**config.mk**
```make
export PLATFORM = sky130hd
export DESIGN_NAME = reg_write_arbiter
export DESIGN_NICKNAME = d
export VERILOG_FILES = /design/src/rtl/reg_write_arbiter.sv
export SDC_FILE = /design/constraint.sdc
export NUM_CORES = 1
export LEC_CHECK = 0
export ABC_AREA = 0
export CAP_MARGIN = 30
export CORE_AREA = 4 4 73 75
export CTS_CLUSTER_DIAMETER = 200
export DETAILED_ROUTE_END_ITERATION = 8
export DIE_AREA = 0 0 77 79
export GPL_TIMING_DRIVEN = 0
export MAX_ROUTING_LAYER = met4
export PLACE_DENSITY = 0.74
export SLEW_MARGIN = 40
export SYNTH_ARGS = -nofsm -noshare
export SYNTH_HDL_FRONTEND = slang
export SYNTH_SLANG_ARGS = --single-unit
```
**constraint.sdc**
```tcl
create_clock -name clk -period 1.45 [get_ports clk]
set_input_delay 0.145 -clock clk [delete_from_list [all_inputs] [get_ports clk]]
set_output_delay 0.145 -clock clk [all_outputs]
set_load 0.02 [all_outputs]
```
**src/rtl/reg_write_arbiter.sv**
```systemverilog
// Round-robin arbiter that shares one WIDTH-bit register between NREQ requesters.
// Optional owner lock is built in when REG_WRITE_ARB_LOCK_EN is defined.
module reg_write_arbiter #(
  parameter int unsigned       WIDTH   = 16,
  parameter int unsigned       NREQ    = 4,
  parameter logic [WIDTH-1:0]  RST_VAL = '0
) (
  input  logic                      clk,
  input  logic                      rst,
  input  logic [NREQ-1:0]           req,
  input  logic [NREQ*WIDTH-1:0]     wdata,
`ifdef REG_WRITE_ARB_LOCK_EN
  input  logic [NREQ-1:0]           lock,
`endif
  output logic [NREQ-1:0]           gnt,
  output logic [WIDTH-1:0]          reg_out,
  output logic [$clog2(NREQ)-1:0]   owner,
  output logic                      busy
);

  localparam int unsigned SelW = $clog2(NREQ);
  typedef logic [SelW-1:0] sel_t;

`ifdef REG_WRITE_ARB_LOCK_EN
  typedef enum logic [1:0] {StIdle, StGrant, StLocked} state_e;
`else
  typedef enum logic [0:0] {StIdle, StGrant} state_e;
`endif

  state_e           state_q, state_d;
  sel_t             sel_q, sel_d;
  sel_t             rr_ptr_q, rr_ptr_d;
  sel_t             owner_q, owner_d;
  logic [WIDTH-1:0] reg_q, reg_d;

  logic [WIDTH-1:0] wdata_arr [NREQ];
  sel_t             cand;
  sel_t             pick_idx;
  logic             pick_valid;
  logic             commit;

  for (genvar g = 0; g < NREQ; g++) begin : gen_wdata
    assign wdata_arr[g] = wdata[g*WIDTH +: WIDTH];
  end

  // First requester at or after rr_ptr, wrapping around.
  always_comb begin
    pick_valid = 1'b0;
    pick_idx   = '0;
    cand       = '0;
    for (int unsigned i = 0; i < NREQ; i++) begin
      cand = sel_t'((32'(rr_ptr_q) + i) % NREQ);
      if (!pick_valid && req[cand]) begin
        pick_valid = 1'b1;
        pick_idx   = cand;
      end
    end
  end

  // A GRANT cycle only writes if the selected requester is still asking.
  assign commit = (state_q == StGrant) && req[sel_q];

  always_comb begin
    gnt = '0;
    if (rst && commit) begin
      gnt[sel_q] = 1'b1;
    end
  end

  assign busy    = (state_q == StGrant);
  assign reg_out = reg_q;
  assign owner   = owner_q;

  always_comb begin
    state_d  = state_q;
    sel_d    = sel_q;
    rr_ptr_d = rr_ptr_q;
    owner_d  = owner_q;
    reg_d    = reg_q;
    unique case (state_q)
      StIdle: begin
        if (pick_valid) begin
          sel_d   = pick_idx;
          state_d = StGrant;
        end
      end
      StGrant: begin
        state_d = StIdle;
        if (commit) begin
          reg_d    = wdata_arr[sel_q];
          owner_d  = sel_q;
          rr_ptr_d = (sel_q == sel_t'(NREQ - 1)) ? '0 : sel_q + sel_t'(1);
`ifdef REG_WRITE_ARB_LOCK_EN
          if (lock[sel_q]) begin
            state_d = StLocked;
          end
`endif
        end
      end
`ifdef REG_WRITE_ARB_LOCK_EN
      StLocked: begin
        // Only the lock holder may be granted; releasing the lock costs one idle cycle.
        if (!lock[sel_q]) begin
          state_d = StIdle;
        end else if (req[sel_q]) begin
          state_d = StGrant;
        end
      end
`endif
      default: state_d = StIdle;
    endcase
  end

  always_ff @(posedge clk) begin
    if (!rst) begin
      state_q  <= StIdle;
      sel_q    <= '0;
      rr_ptr_q <= '0;
      owner_q  <= '0;
      reg_q    <= RST_VAL;
    end else begin
      state_q  <= state_d;
      sel_q    <= sel_d;
      rr_ptr_q <= rr_ptr_d;
      owner_q  <= owner_d;
      reg_q    <= reg_d;
    end
  end

endmodule
```
==> results.txt, run 1 <==
DPL Wire Length: 3348 um
CTS tree: yes
Largest net degree at the start of global routing: 13
Part of the power in registers: 0.356
Final WL: 4604 um
CP max stage delay: 370 ps
Worst-path clk slew: 80 ps
Total Routing Usage GR: 0.1461
Routability congestion estimate from global placement: 0.7428
CP bufs+invs: 4
Hold path cells: 4
CTS H-tree depth: 1
Hold path start: req[2]
#FFs+latches synth: 23
Register area share after synthesis: 0.3002
Static Leak: 1.060 nW
# port buffers: 92
Clock Tree Buf Depth: 2
Crit path launch type: register
DR pass1 iterations: 4
Switching Power: 0.5505 mW
Starting DRT DRC Count: 30
Worst flop-to-flop path endpoint: reg_out[2]
Core area: 4661 um2
GRT overflow: 0
Fin worst setup slack: -278.8 ps
Combinational share of power: 0.444
Min Tclk post-route: 1729 ps
Power per cell area: 687.9 nW/um2
Crit Path Max Fanout: 3
Number of global-route vias before repair: 1495
Max Slew Vio Count: 0
Antenna violations before repair: 0
Final setup vio count: 23
Failing checks: negative setup slack
Yosys warns: 0
Peak supply drop: 0.0003337 V
Compound-Gate Fraction of Synth Area: 0.05220
Tcrit/Tclk final: 1.192
Hold Crit Class: primary input to register
Placed insts: 277
Hold WS: 475.9 ps
Remaining DRCs: 0
Crit path max-delay cell type: dfxtp_4
FF-to-FF setup slack: -170 ps
Largest family of logic cells by synthesized area: multiplexers
Netlist cell types: 32
Mapped cell area: 1534 um2
FF-to-FF path depth: 8
Worst reg2reg path startpoint: sel_q[0]
Vias: 1468
Outcome: finished with violations
Arrival time at the worst endpoint: 1580 ps
Die ar.: 6083 um2
Final hold vios: 0
Final Power: 2.011 mW
FMAX: 0.5784 GHz
Clock Latency Late Sink: 260 ps
Top Ports: 93
Clk_skew: 1.262 ps
Worst Hold Endpoint: sel_q[1]
Global-route wire length before repair: 6920 um
Worst-Margin Slew: 350.0 ps
Clk sinks: 23
Final nets: 319
Relative slew slack: 0.7667
Switch share: 0.2737
Width of the die: 77 um
Crit end category: output pin
Worst Path Required: 1310 ps
Placement-stage worst setup slack: -781.9 ps
Synth Instances: 131
# diodes: 0
# hold bufs at CTS: 0
Num CTS Buffers: 3
RSZ-0062 raised after global routing: yes
CP delay by family, top: buffers and inverters
Setup CP Type: register to output pin
CTS Root Cell: clkbuf_8
Filler cells: 399
Die H: 79 um
Starting Density: 0.3291
Drt via density: 4.926
Area Growth Syn to Fin: 90.62%
Fin cells: 298
Critical Path, Cell by Cell: buf_12 > buf_12 > clkinv_8 > mux2i_4 > and3_4 > and2_4 > buf_6
Post-route ant nets: 0
Syn avg cell area: 11.71 um2
Post-synthesis adder-cell area fraction: 0.03263
Max-cap violations: 0
Per-cell routed wire length: 15.45 um
Rows: 25
Xor-xnor portion of the synthesized cell area: 0
Clock network power share: 0.200
Simple logic cell fraction of the synthesized area: 0.1607
Layout cells sized above 1: 0.2500
Mux cell area share after synthesis: 0.3972
Pint: 1.461 mW
Crit path top cell by count: buf_12
Synthesized Nets: 205
## flip-flops by register name (all words and copies together), names as in the netlist
signal and flops:
rr_ptr_q 2, reg_out 16, owner 2, busy 1
sel_q 2
## worst max-delay path by stage
stage	startpoint	to	slack, ps	depth (start not counted)
floorplan	sel_q[1]	reg_out[0]	10	6
global placement	req[2]	gnt[2]	-760	6
detailed placement	req[2]	gnt[2]	-780	6
CTS	sel_q[0]	gnt[0]	-300	7
global route	sel_q[0]	gnt[0]	-340	7
finish	sel_q[0]	gnt[0]	-280	7
## layer usage
metal	part of all wire	track usage	routed length, um	vias up
met2	0.49	0.2596	2270	58
met5	0	-	0	-
met1	0.40	0.1579	1852	695
met4	0.0026	0.03203	12	0
met3	0.10	0.05215	469	2
li1	-	-	-	713
## power groups by stage
stage	Combinational, mW	Clock, mW	Sequential, mW
6_report	0.894	0.402	0.716
3_5_place_dp	0.716	0	0.728
3_3_place_gp	0.707	0	0.727
2_1_floorplan	0.344	0	0.768
4_1_cts	0.783	0.424	0.712
5_1_grt	0.960	0.439	0.722
## per-stage QoR
| stage | util | setup TNS [ps] | instance area, um2 |
|---|---|---|---|
| after floorplan | - | 0 | 1541 |
| after global placement | 0.5428 | -8774 | 2530 |
| final | 0.6274 | -3545 | 2924 |
| after global routing | 0.6274 | -5390 | 2924 |
| after CTS | 0.5799 | -3940 | 2703 |
| after detailed placement | 0.5428 | -9109 | 2530 |
## synthesized netlist by cell type, drive strengths merged
master   number  area (um2)
and3          1       6.260
nand2b        3       18.77
a31oi         1       6.260
and4b         1       10.01
o22ai         1       6.260
ha            4       50.05
and4          1       8.760
o21a          1       7.510
o2bb2ai       1       15.01
dfxtp        23       460.4
nor4b         2       17.52
nor3b         1       7.510
nor2b        19       118.9
inv           3       11.26
a21oi         3       15.01
mux2i        23       230.2
nand2         2       7.510
buf           7       68.81
clkbuf        2       7.510
nor2          5       18.77
o21ai         3       15.01
a21boi        2       15.02
mux2          1       15.01
and2          5       32.53
mux4         16       364.1
## placed cells by master, fill, tap and decap left out, types with 5 or more instances in the layout
cell type / netlist / routed
buf_6: 3 / 5
clkdlybuf4s50_1: 0 / 86
buf_4: 0 / 10
nor2_1: 5 / 5
buf_12: 1 / 8
nor2b_1: 19 / 19
mux2i_1: 23 / 20
mux4_2: 15 / 16
dfxtp_1: 23 / 21
## worst min-delay path, delay by kind of cell
family	cells	cell delay (ps)
buffers and inverters	1	250
AND/OR/NAND/NOR	1	100
AO/OA/AOI/OAI	2	200
## layout make-up
type	count	area, um2	share of cell area
buffer	8	97.59	0.03338
clock buffer	4	45.04	0.01540
inverter	3	23.77	0.008130
multi-input combinational	96	1054	0.3603
sequential	23	467.9	0.1600
tap	54	67.56	0.02311
timing repair buffer	110	1169	0.3997
## logic make-up (layout without fill, tap and decap cells)
kind of cell | after synthesis | count (layout)
AO/OA/AOI/OAI | 12 | 12
adder cells (fa/ha/maj) | 4 | 4
buffers and inverters | 12 | 125
flip-flops | 23 | 23
multiplexers | 40 | 40
AND/OR/NAND/NOR | 40 | 40
## what timing repair did
item,in CTS,in global routing
resized for setup,40,21
endpoints found under the setup margin,16,24
pin swaps,4,2
hold endpoints to repair,0,0
buffers inserted,7,8
cloned,0,3
No activity file was read; power rests on OpenSTA's default activity.
==> run 2: changes to the inputs <==
CORE_AREA = 3 3 66 68   (was 4 4 73 75)
DIE_AREA = 0 0 69 71   (was 0 0 77 79)
PLACE_DENSITY = 0.83   (was 0.74)
clock period = 2.2 ns   (was 1.45 ns; I/O delays follow)
==> run 2 against run 1 <==
Net effect: the run now ends clean; final area down 12%; die area down 19%; total power down 40%; first-iteration DRC count rose to 2.5 times the previous value; sequential share of layout area up 2.0 points; non-clock buffer count down 18; critical path depth down 1; clock skew about the same; via count down 5.7%; register-to-register slack better by 740 ps; sequential cell count unchanged; final cell count down 7.4%; largest cell class unchanged; largest power group is now sequential cells.
==> results.txt, run 2 (same netlist as run 1, synthesis figures left out) <==
Die ar.: 4899 um2
Crit path launch type: register
Combinational share of power: 0.386
Crit path max-delay cell type: dfxtp_1
Width of the die: 69 um
Rows: 23
CP delay by family, top: buffers and inverters
Antenna violations before repair: 0
Starting DRT DRC Count: 75
Clk sinks: 23
Peak supply drop: 0.0003909 V
Critical Path, Cell by Cell: buf_4 > mux2i_1 > mux2i_1 > and3_1 > and2_1 > clkdlybuf4s15_2
Post CTS Setup Buffer Count: 0
Vias: 1385
Crit Path Max Fanout: 10
Setup CP Type: register to output pin
Final WL: 4101 um
Worst-Margin Slew: 380.3 ps
Clock network power share: 0.222
Pint: 0.8658 mW
Num CTS Buffers: 3
Most common cell after layout, fill and taps aside: clkdlybuf4s50_1
Final nets: 301
Drt via density: 5.018
Hold Crit Class: register to register
FMAX: 0.4761 GHz
Clock Tree Buf Depth: 2
Clock Latency Late Sink: 270 ps
Final Util: 0.6547
GRT overflow: 0
CP max stage delay: 460 ps
Global-route wire length before repair: 6886 um
DR pass1 iterations: 4
Max FFs per register: 16
Switch share: 0.2786
Tcrit/Tclk final: 0.9548
# hold bufs at CTS: 0
Largest net degree at the start of global routing: 14
Outcome: finished, final reports clean
Worst Path Required: 1980 ps
Max Slew Vio Count: 0
CP bufs+invs: 2
DPL Wire Length: 3366 um
CTS Root Cell: clkbuf_8
CTS tree: yes
Remaining DRCs: 0
RSZ-0062 raised after global routing: no
Top Ports: 93
# diodes: 0
Final hold vios: 0
Switching Power: 0.3344 mW
Area Growth Syn to Fin: 67.05%
# port buffers: 92
Starting Density: 0.3919
Static Leak: 0.9042 nW
CTS H-tree depth: 1
Worst-path clk slew: 80 ps
Crit path top cell by count: mux2i_1
Final setup vio count: 0
Relative slew slack: 0.7465
Clk_skew: 1.047 ps
Layout cells sized above 1: 0.1460
Crit end category: output pin
Die H: 71 um
Routability congestion estimate from global placement: 0.7861
Number of global-route vias before repair: 1374
Min Tclk post-route: 2101 ps
Setup TNS: 0 ps
Total Routing Usage GR: 0.1790
Most frequent cells in the layout: 88 x clkdlybuf4s50_1, 23 x mux2i_1, 22 x dfxtp_1
Core area: 3914 um2
Per-cell routed wire length: 14.86 um
Part of the power in registers: 0.391
Max-cap violations: 0
Post-route ant nets: 0
Arrival time at the worst endpoint: 1880 ps
Power per cell area: 468.4 nW/um2
Resize count post-CTS: 11
-- run 2: cell type report --
class / instances / area, um2
Tap cell: 50 / 62.56
Fill cell: 333 / 1351
Inverter: 3 / 11.26
Multi-Input combinational cell: 96 / 985.9
Timing Repair Buffer: 92 / 923.4
Sequential cell: 23 / 461.7
Clock inverter: 1 / 5.005
Clock buffer: 3 / 41.29
Buffer: 8 / 71.32
-- run 2: through the flow --
| stage | cells | power, mW | hold slack [ps] | cell area, um2 | setup WS [ps] |
|---|---|---|---|---|---|
| 2_1_floorplan | 131 | 0.7301 | 348.2 | 1534 | 657.2 |
| 3_3_place_gp | 273 | 0.9407 | 469.1 | 2517 | -127.8 |
| 3_5_place_dp | 273 | 0.9512 | 479.0 | 2517 | -155.7 |
| 4_1_cts | 277 | 1.220 | 490.8 | 2569 | 17.21 |
| 5_1_grt | 276 | 1.270 | 528.2 | 2562 | 3.057 |
| 6_report | 276 | 1.200 | 490.4 | 2562 | 99.47 |
-- run 2: path summary, 6_finish.rpt --
| check | start | to | slack [ps] | cells past startpoint |
|---|---|---|---|---|
| setup / recovery | sel_q[1] | gnt[2] | 100 | 6 |
| hold / removal | owner[0] | owner[0] | 490 | 2 |
| setup reg to reg | sel_q[0] | reg_out[13] | 570 | 7 |
| hold reg to reg | owner[0] | owner[0] | 490 | 2 |
-- run 2: worst min-delay path, cell delays in order (launching register included) --
cell and delay [ps]:
dfxtp_1 310, o21ai_0 70, a21boi_1 60
-- run 2: power by group through the flow --
stage	Clock [mW]	Combinational, mW	Sequential, mW
floorplan	0	0.224	0.506
global placement	0	0.464	0.477
detailed placement	0	0.472	0.479
CTS	0.277	0.473	0.470
global route	0.297	0.499	0.475
finish	0.267	0.464	0.470
-- run 2: routing by layer --
layer	global-route usage	wire (um)	share of wire	vias to the layer above
met4	0.03471	36	0.0088	0
met2	0.3008	2151	0.52	45
met3	0.04688	240	0.059	4
li1	-	-	-	675
met1	0.2187	1672	0.41	661
met5	-	0	0	-
==> run 3: changes to the inputs <==
MAX_ROUTING_LAYER = unset   (was met4)
==> run 3 against run 2 <==
Net effect: global-route usage is 0.53 points lower; final area stayed put; wire length unchanged.
==> results.txt, run 3 (same netlist as run 1, synthesis figures left out) <==
Outcome: finished, final reports clean
Num CTS Buffers: 3
Largest net degree at the start of global routing: 14
# hold bufs at CTS: 0
Crit Path Max Fanout: 10
Remaining DRCs: 0
Final nets: 301
CP delay by family, top: buffers and inverters
Worst-path clk slew: 80 ps
DP Area: 2517 um2
Starting Density: 0.3919
Crit end category: output pin
Power per cell area: 468.5 nW/um2
DR pass1 iterations: 4
Starting DRT DRC Count: 75
Final Util: 0.6547
Drt via density: 5.014
Area Growth Syn to Fin: 67.05%
Worst Path Required: 1980 ps
Levels on crit path: 6
Number of global-route vias before repair: 1375
Width of the die: 69 um
DPL Wire Length: 3366 um
Clock Latency Late Sink: 270 ps
CTS H-tree depth: 1
CTS Root Cell: clkbuf_8
Top Ports: 93
Layout cells sized above 1: 0.1460
Fin worst setup slack: 99.22 ps
Pint: 0.8658 mW
Most frequent cells in the layout: 88 x clkdlybuf4s50_1, 23 x mux2i_1, 22 x dfxtp_1
Combinational share of power: 0.386
Crit path max-delay cell type: dfxtp_1
Crit path launch type: register
Post-route ant nets: 0
Total Routing Usage GR: 0.1737
Final WL: 4101 um
Routability congestion estimate from global placement: 0.7756
Core area: 3914 um2
Clock network power share: 0.223
Placement-stage worst setup slack: -155.7 ps
Final setup vio count: 0
Clock Tree Buf Depth: 2
Critical Path, Cell by Cell: buf_4 > mux2i_1 > mux2i_1 > and3_1 > and2_1 > clkdlybuf4s15_2
Worst-Margin Slew: 380.3 ps
Hold WS: 490.3 ps
Switch share: 0.2788
Part of the power in registers: 0.391
Max-cap violations: 0
# diodes: 0
Relative slew slack: 0.7465
Vias: 1384
Switching Power: 0.3347 mW
Max Slew Vio Count: 0
Global-route wire length before repair: 6879 um
Min Tclk post-route: 2101 ps
Clk_skew: 1.046 ps
Tcrit/Tclk final: 0.9549
Most common cell after layout, fill and taps aside: clkdlybuf4s50_1
GRT overflow: 0
CP bufs+invs: 2
Crit path top cell by count: mux2i_1
Max FFs per register: 16
Setup CP Type: register to output pin
Rows: 23
Static Leak: 0.9042 nW
CTS tree: yes
Post-route design area: 2562 um2
RSZ-0062 raised after global routing: no
Antenna violations before repair: 0
Post CTS Setup Buffer Count: 0
Final hold vios: 0
Per-cell routed wire length: 14.86 um
Final Power: 1.201 mW
Peak supply drop: 0.0003909 V
Clk sinks: 23
# port buffers: 92
Arrival time at the worst endpoint: 1880 ps
CP max stage delay: 460 ps
FMAX: 0.4760 GHz
Die ar.: 4899 um2
Hold path cells: 2
Hold Crit Class: register to register
Die H: 71 um
FF-to-FF path depth: 7
[run 3: final timing paths]
check        startpoint          end  slack (ps)
max reg2reg    sel_q[0]  reg_out[13]         570
min reg2reg    owner[0]     owner[0]         490
min            owner[0]     owner[0]         490
max            sel_q[1]       gnt[2]         100
[run 3: area by class of cell]
cell class | instances | area, um2
buffer | 8 | 71.32
clock buffer | 3 | 41.29
clock inverter | 1 | 5.005
fill | 333 | 1351
inverter | 3 | 11.26
multi-input combinational | 96 | 985.9
sequential | 23 | 461.7
tap | 50 | 62.56
timing repair buffer | 92 | 923.4
[run 3: stage by stage]
step,setup TNS [ps],cells
after floorplan,0,131
after detailed placement,-451.3,273
after global placement,-400.4,273
after CTS,0,277
final,0,276
after global routing,0,276
[run 3: power groups by stage]
stage | sequential [mW] | combinational [mW] | clock [mW]
floorplan | 0.506 | 0.224 | 0
global placement | 0.477 | 0.464 | 0
detailed placement | 0.479 | 0.472 | 0
CTS | 0.470 | 0.473 | 0.277
global route | 0.475 | 0.499 | 0.297
finish | 0.470 | 0.464 | 0.267
[run 3: metal layers]
layer,part of all wire,track usage,vias to the layer above
li1,-,-,675
met1,0.41,0.2187,660
met2,0.53,0.3008,45
met3,0.058,0.04688,4
met4,0.0088,0.03471,0
met5,0,0,-
[run 3: repair_timing]
action | CTS | global route
pin swaps | 0 | 0
setup endpoints to repair | 4 | 4
gates resized for setup | 11 | 2
[run 3: worst min-delay path: stages, from the launching register on]
cell      delay (ps)
dfxtp_1          310
o21ai_0           70
a21boi_1          60
